<file path="config.mk">
export PLATFORM = sky130hd
export DESIGN_NAME = alu
export DESIGN_NICKNAME = d
export VERILOG_FILES = /design/src/rtl/alu.sv
export SDC_FILE = /design/constraint.sdc
export NUM_CORES = 1
export LEC_CHECK = 0
export CAP_MARGIN = 0
export CORE_MARGIN = 2
export CORE_UTILIZATION = 40
export DETAILED_ROUTE_END_ITERATION = 10
export HOLD_SLACK_MARGIN = 0.15
export PLACE_DENSITY_LB_ADDON = 0.1
export SETUP_SLACK_MARGIN = 0.15
export SLEW_MARGIN = 10
export SYNTH_ARGS = -nofsm -noshare
export SYNTH_HDL_FRONTEND = slang
export SYNTH_SLANG_ARGS = --single-unit
</file>
<file path="constraint.sdc">
create_clock -name CLK -period 1.45 [get_ports CLK]
set_input_delay 0.435 -clock CLK [delete_from_list [all_inputs] [get_ports CLK]]
set_output_delay 0.435 -clock CLK [all_outputs]
set_load 0.01 [all_outputs]
</file>
<file path="src/rtl/alu.sv">
// Registered 8-bit datapath ALU: arithmetic, logic, equality compare and
// conditional branch, with a sticky equality flag consumed by BRANCH.
module alu #(
  parameter int WIDTH  = 8,
  parameter int ADDR_W = 6
) (
  input  logic              CLK,
  input  logic              RST_N,
  input  logic [WIDTH-1:0]  A,
  input  logic [WIDTH-1:0]  B,
  input  logic [ADDR_W-1:0] branch_addr,
  input  logic [2:0]        op,
  output logic [WIDTH-1:0]  out,
  output logic              co_flag,
  output logic              eq_flag,
  output logic              branch_flag
);

  typedef enum logic [2:0] {
    OP_NOP    = 3'b000,
    OP_ADD    = 3'b001,
    OP_SUB    = 3'b010,
    OP_AND    = 3'b011,
    OP_NOT    = 3'b100,
    OP_OR     = 3'b101,
    OP_EQ     = 3'b110,
    OP_BRANCH = 3'b111
  } op_e;

  op_e             op_sel;
  logic [WIDTH-1:0] out_d;
  logic             co_d;
  logic             eq_d;
  logic             br_d;
  logic [WIDTH-1:0] addr_ext;
  logic             a_eq_b;

  assign op_sel = op_e'(op);
  assign a_eq_b = (A == B);

  // Zero-extension written this way stays legal when ADDR_W == WIDTH.
  always_comb begin
    addr_ext               = '0;
    addr_ext[ADDR_W-1:0]   = branch_addr;
  end

  always_comb begin
    // NOTE: every output of this block gets a default first, so no path
    // through the case leaves a variable unassigned and no latch is inferred.
    out_d = '0;
    co_d  = 1'b0;
    br_d  = 1'b0;
    eq_d  = eq_flag;
    case (op_sel)
      OP_NOP:    ;
      OP_ADD:    {co_d, out_d} = {1'b0, A} + {1'b0, B};
      // The extra top bit of the widened difference is exactly the borrow.
      OP_SUB:    {co_d, out_d} = {1'b0, A} - {1'b0, B};
      OP_AND:    out_d = A & B;
      OP_NOT:    out_d = ~A;
      OP_OR:     out_d = A | B;
      OP_EQ: begin
        eq_d     = a_eq_b;
        out_d[0] = a_eq_b;
      end
      OP_BRANCH: begin
        br_d  = eq_flag;
        out_d = eq_flag ? addr_ext : '0;
      end
    endcase
  end

  always_ff @(posedge CLK or negedge RST_N) begin
    if (!RST_N) begin
      out         <= '0;
      co_flag     <= 1'b0;
      eq_flag     <= 1'b0;
      branch_flag <= 1'b0;
    end else begin
      // NOTE: non-blocking assignments so every register samples the
      // pre-edge values, e.g. BRANCH sees the eq_flag from the previous edge.
      out         <= out_d;
      co_flag     <= co_d;
      eq_flag     <= eq_d;
      branch_flag <= br_d;
    end
  end

endmodule

</file>
==> results of run 1 <==
==> state kept, by name, indices dropped and copies added, names as in the netlist <==
register and cells:
branch_flag 1, co_flag 1, eq_flag 1, out 8
==> worst max-delay path: stages <==
cell and delay (ns):
buf_8 0.08, clkinvlp_4 0.11, ha_4 0.27, buf_6 0.12, a211oi_4 0.20, o211ai_1 0.17
a21o_1 0.23, a221oi_4 0.30, o22ai_2 0.10
==> cell usage in the layout (no fill, tap or decap), types with 5 or more instances in the layout <==
cell type,n
buf_4,63
buf_6,19
ha_1,13
buf_2,12
ha_4,11
dfrtp_1,11
nor2_1,10
clkdlybuf4s15_1,10
inv_2,8
inv_1,8
nand2_1,8
clkdlybuf4s50_1,7
o21ai_1,6
a21oi_2,6
o211ai_1,5
a21oi_1,5
mux2i_1,5
==> stage by stage <==
stage	setup slack [ns]	power, mW	util [%]	std cells	hold WS (ns)
after floorplan	-0.296	0.806	-	200	0.139
after CTS	-0.481	1.65	76.7	355	0.498
after detailed placement	-1.13	1.20	67.8	334	0.619
after global placement	-1.07	1.19	67.8	334	0.592
final	-0.463	1.72	78.8	359	0.494
after global routing	-0.487	1.82	78.8	359	0.511
==> cell usage after synthesis, types with 2 or more instances <==
| cell type | n |
|---|---|
| nor3_1 | 4 |
| o211ai_1 | 5 |
| nand2_1 | 8 |
| nor3_2 | 2 |
| mux2i_1 | 5 |
| o22ai_1 | 2 |
| nor4_1 | 3 |
| inv_1 | 25 |
| or3b_1 | 2 |
| buf_6 | 2 |
| buf_2 | 4 |
| o21ai_1 | 2 |
| fa_1 | 2 |
| dfrtp_1 | 11 |
| nand3_1 | 2 |
| nor3b_1 | 3 |
| nor2b_1 | 5 |
| clkbuf_1 | 4 |
| a21o_1 | 4 |
| o21ai_0 | 10 |
| nand4_1 | 3 |
| nor2_1 | 11 |
| nand2b_1 | 4 |
| a211oi_1 | 3 |
| a221oi_1 | 4 |
| ha_1 | 25 |
| a22oi_1 | 5 |
| o211a_1 | 2 |
| a21oi_1 | 11 |
==> cell families after synthesis <==
family | share of synthesized area (%)
AOI/OAI and AO/OA | 28.6
xor gates and xnor gates | 1.05
adders and majority gates | 21.2
buffers and inverters | 9.79
DFF | 16.6
muxes | 3.69
and+or+nand+nor | 19.1
==> final timing paths <==
check,depth (start not counted),to,startpoint,slack (ns)
min in group CLK,3,eq_flag$_DFFE_PN0P_,eq_flag$_DFFE_PN0P_,0.64
worst min-delay path,2,branch_flag$_DFF_PN0_,RST_N,0.49
worst min register to register,3,eq_flag$_DFFE_PN0P_,eq_flag$_DFFE_PN0P_,0.64
worst max-delay path,9,out[7]$_DFF_PN0_,B[1],-0.46
max in group asynchronous,2,out[5]$_DFF_PN0_,RST_N,0.80
worst max register to register,4,out[0]$_DFF_PN0_,eq_flag$_DFFE_PN0P_,0.24
==> final cells by class <==
type / instances / area, um^2
multi-input combinational: 152 / 1630
timing repair buffer: 117 / 988
fill: 252 / 847
sequential: 11 / 275
inverter: 25 / 153
tap: 50 / 62.6
clock buffer: 4 / 45.0
==> report_power, final <==
| part | total (mW) | leakage [nW] | internal [mW] | switching [mW] |
|---|---|---|---|---|
| clock network | 0.305 | 0.0228 | 0.193 | 0.112 |
| logic | 1.07 | 1.26 | 0.557 | 0.513 |
| registers | 0.348 | 0.140 | 0.339 | 0.00887 |
==> routing by layer <==
layer  vias to the layer above  global-route usage, %  part of all wire [%]  routed length, um
met4                         0                   7.25                   1.0                 65
li1                        939                      -                     -                  -
met1                       998                   38.2                    43               2690
met5                         -                      0                     0                  0
met3                         6                   3.45                   6.1                383
met2                       102                   45.6                    50               3180
==> timing repair <==
action                     CTS  global route
resized for setup          150            18
gates cloned                 0             0
pin swaps                   37            15
setup endpoints to repair   22            14
buffers inserted            17             4
==> impl_metrics.tcl, run 1 <==
set metrics [dict create \
    hold_violations 0 \
    finalSetupViolCount 10 \
    max_slew_margin_pct 68.0 \
    crit_arrival_ns 2.03 \
    grt_pass1_vias 1993 \
    insertedDiodeCount 0 \
    initial_utilization_pct 41.5 \
    clk_latency_ns 0.24 \
    slew_violations 0 \
    clk_pin_slew_ns 0.05 \
    synth.cell_area_um2 1660 \
    hpwl_mm 4.46 \
    synth_top_area_share_pct 18.8 \
    core_area_um2 4000 \
    synth.area.top_cells "ha_1 (19%), dfrtp_1 (17%), inv_1 (5.6%), a21oi_1 (3.3%), mux2i_1 (3.0%)" \
    portBuffers 37 \
    cp-end-kind "register" \
    cts_tree "yes" \
    seq_area_frac_synth_pct 16.6 \
    status "complete, but fails checks" \
    synth_async_sr_flop_share_pct 100 \
    ant_nets 0 \
    synth_top_flop_cell "dfrtp_1" \
    p_leak_nw 1.42 \
    grt_use_total_pct 27.8 \
    grt_antenna_before_repair 0 \
    maxCapViolCount 0 \
    rows 23 \
    die_y_um 68.5 \
    num-nets-final 364 \
    synth_fp_nets 254 \
    cts_made_buffers 3 \
    clock_path_buffers 2 \
    rsz0062_at_grt "yes" \
    drt_iter0_drc 207 \
    worst_pin_slew_ns 0.476 \
    place_area_um2 2710 \
    syn2layout_area_growth_pct 89.8 \
    post_drt_via_cell_ratio 5.70 \
    cts_htree_levels 1 \
    drive_gt1_share_pct 57.9 \
    die_area_um2 4690 \
    drt_first_pass_iters 4 \
    finClkSkew_ns 0.00805 \
    routedWlPerCell_um 17.6 \
    finalWirelength_mm 6.32 \
    post-route-drc-count 0 \
    vias 2045 \
    cp_max_fo 2 \
    cp_data_required_time_ns 1.56 \
    synth-edff-count 0 \
    stdcell_area_um2 3150 \
    grt_pass1_wl_mm 9.70 \
    die-width_um 68.5 \
    setup_ws_ns -0.463 \
    synth.distinct_cells 56 \
    violations "setup timing" \
    synth_area_per_cell_um2 8.31 \
    grt.overflow.total 0 \
    fin_crit_ns 1.91 \
    synthCells 200 \
    vdd_drop_max_mv 0.310 \
    clockRootBuffer "clkbuf_8" \
    synth_area_leader_cell "ha_1" \
    worstHoldPathType "input port to asynchronous set/reset pin" \
    setup-tns-final_ns -2.93 \
    cellPowerDensity_nw_per_um2 546 \
    critPathKind "input port to register" \
    cts.sinks 11 \
    finalCritPeriodShare_pct 132 \
    place_congestion 0.877 \
    grt_max_degree 18 \
    ios 38 \
    crit_path_start_kind "input port" \
    cts_hold_buf 0 \
    synth.ff_latch_count 11 \
    fmax_mhz 523 \
    yosysWarnings 0 \
]
(Power assumes the default switching activity.)
==> run 2: changes to the inputs <==
- SETUP_SLACK_MARGIN: 0.15 -> unset
==> run 2 against run 1 <==
Net effect:
- the run still ends with setup timing left
- sequential cell count is the same
- sequential share of layout area shrank 0.15 points
- non-clock buffer count grew 8
- highest routed layer unchanged
==> impl_metrics.tcl, run 2 (synthesized netlist as in run 1, its figures left out) <==
set metrics [dict create \
    rows 23 \
    hpwl_mm 4.64 \
    grt.overflow.total 0 \
    ant_nets 0 \
    cts_hold_buf 0 \
    dp_cells 340 \
    drt_first_pass_iters 4 \
    cts_htree_levels 1 \
    portBuffers 37 \
    drt_iter0_drc 149 \
    largest-register "out" \
    status "complete, but fails checks" \
    cp-end-kind "register" \
    power.switching_uw 617 \
    finalSetupViolCount 9 \
    mostFrequentLayoutCell "buf_4" \
    total_power_mw 1.72 \
    die_area_um2 4690 \
    finClkSkew_ns 0.00109 \
    insertedDiodeCount 0 \
    stdcell_count 367 \
    post_drt_via_cell_ratio 5.55 \
    grt_max_degree 19 \
    setup-tns-final_ns -2.73 \
    r2r_setup_slack_ns 0.18 \
    max_slew_margin_pct 76.4 \
    power_frac_seq_pct 20.2 \
    grt_pass1_vias 1943 \
    largest_reg_flops 8 \
    most-common-layout-cells "buf_4 (70), buf_6 (22), dfrtp_1 (11), dlygate4sd2_1 (11), ha_4 (10)" \
    rsz0062_at_grt "yes" \
    die_y_um 68.5 \
    clk_pin_slew_ns 0.05 \
    maxCapViolCount 0 \
    routedWlPerCell_um 17.1 \
    fin_crit_ns 1.86 \
    grt_pass1_wl_mm 9.40 \
    grt_antenna_before_repair 0 \
    p_leak_nw 1.49 \
    grt_use_total_pct 27.1 \
    ios 38 \
    worstHoldPathType "input port to asynchronous set/reset pin" \
    pwr-share-comb_pct 61.9 \
    vdd_drop_max_mv 0.278 \
    setup_ws_ns -0.413 \
    post-route-drc-count 0 \
    clk_latency_ns 0.24 \
    place_congestion 0.892 \
    crit_path_start_kind "input port" \
    fillCellCount 273 \
    clock_path_buffers 2 \
    drive_gt1_share_pct 59.3 \
    clkPwrFrac_pct 17.9 \
    vias 2037 \
    syn2layout_area_growth_pct 93.1 \
    internal_power_mw 1.10 \
    finalCritPeriodShare_pct 128 \
    dp_slack_ns -1.10 \
    cp_max_fo 3 \
    cp_data_required_time_ns 1.57 \
    slew_violations 0 \
    die-width_um 68.5 \
    cts_tree "yes" \
    critPathKind "input port to register" \
    crit_start "B[1]" \
    cts.sinks 11 \
    cellPowerDensity_nw_per_um2 535 \
    hold_violations 0 \
    finalWirelength_mm 6.28 \
    core_area_um2 4000 \
    clockRootBuffer "clkbuf_8" \
    cts_made_buffers 3 \
    switching_share_pct 36.0 \
    violations "setup timing" \
    num-nets-final 372 \
    initial_utilization_pct 41.5 \
    fmax_mhz 537 \
    crit_arrival_ns 1.98 \
    worst_pin_slew_ns 0.352 \
    reg2reg_from "eq_flag$_DFFE_PN0P_" \
]
==> run 2: changes by cell type in the layout (fill, tap and decap cells not counted), moves of 3 or more <==
cell,before,now
a21oi_2,6,3
buf_4,63,70
buf_2,12,3
dlygate4sd2_1,1,11
clkdlybuf4s15_1,10,1
a21oi_1,5,8
ha_2,1,6
clkbuf_2,1,4
buf_6,19,22
ha_1,13,9
==> run 2: worst paths after layout <==
kind	endpoint	cells past startpoint
worst max-delay path	out[6]$_DFF_PN0_	10
max in group asynchronous	out[6]$_DFF_PN0_	2
worst max register to register	out[4]$_DFF_PN0_	3
min in group CLK	eq_flag$_DFFE_PN0P_	3
worst min-delay path	out[3]$_DFF_PN0_	2
worst min register to register	eq_flag$_DFFE_PN0P_	3
==> run 2: worst max-delay path, stage by stage <==
cell        delay [ns]
buf_8             0.08
clkinvlp_4        0.12
buf_4             0.16
buf_4             0.13
fa_2              0.38
nor2b_2           0.16
nor3_1            0.06
o21ai_1           0.19
nor2_1            0.10
a2bb2oi_2         0.16
==> run 2: routing by layer <==
| layer | GRT usage [%] | vias to the layer above | share of wire (%) |
|---|---|---|---|
| met1 | 37.1 | 967 | 43 |
| met5 | 0 | - | 0 |
| met4 | 7.50 | 0 | 3.1 |
| met2 | 45.1 | 85 | 48 |
| li1 | - | 960 | - |
| met3 | 2.30 | 25 | 5.3 |
==> run 2: final cells by class <==
cell class	instances	area [um^2]	area share [%]
multi-input cells	152	1600	49.9
repair buffers	125	1080	33.7
flip-flops and latches	11	275	8.58
inverters	25	143	4.45
well taps	50	62.6	1.95
clock buffers	4	45.0	1.40
==> run 2: stage by stage <==
step	util (%)	hold slack, ns	cell area (um^2)
3_3_place_gp	68.0	0.588	2720
4_1_cts	78.1	0.494	3120
3_5_place_dp	68.0	0.601	2720
5_1_grt	80.2	0.514	3210
6_report	80.2	0.492	3210
2_1_floorplan	-	0.139	1880
==> run 2: power by group through the flow <==
stage          combinational, mW  clock, mW  sequential (mW)
6_report                    1.06      0.307            0.347
2_1_floorplan              0.425          0            0.370
3_3_place_gp               0.835          0            0.354
5_1_grt                     1.13      0.325            0.349
4_1_cts                    0.987      0.302            0.348
3_5_place_dp               0.850          0            0.354
==> run 2: repair_timing <==
action,4_1_cts,5_1_grt
endpoints found under the setup margin,22,10
setup buffers,17,8
pin swaps,39,33
gates resized for setup,130,40
hold endpoints to repair,0,0
==> run 3: changes to the inputs <==
- ABC_CLOCK_PERIOD_IN_PS: unset -> 1450
==> results of run 3 <==
Same layout as run 2: the final DEF is identical, and so are final timing and power.
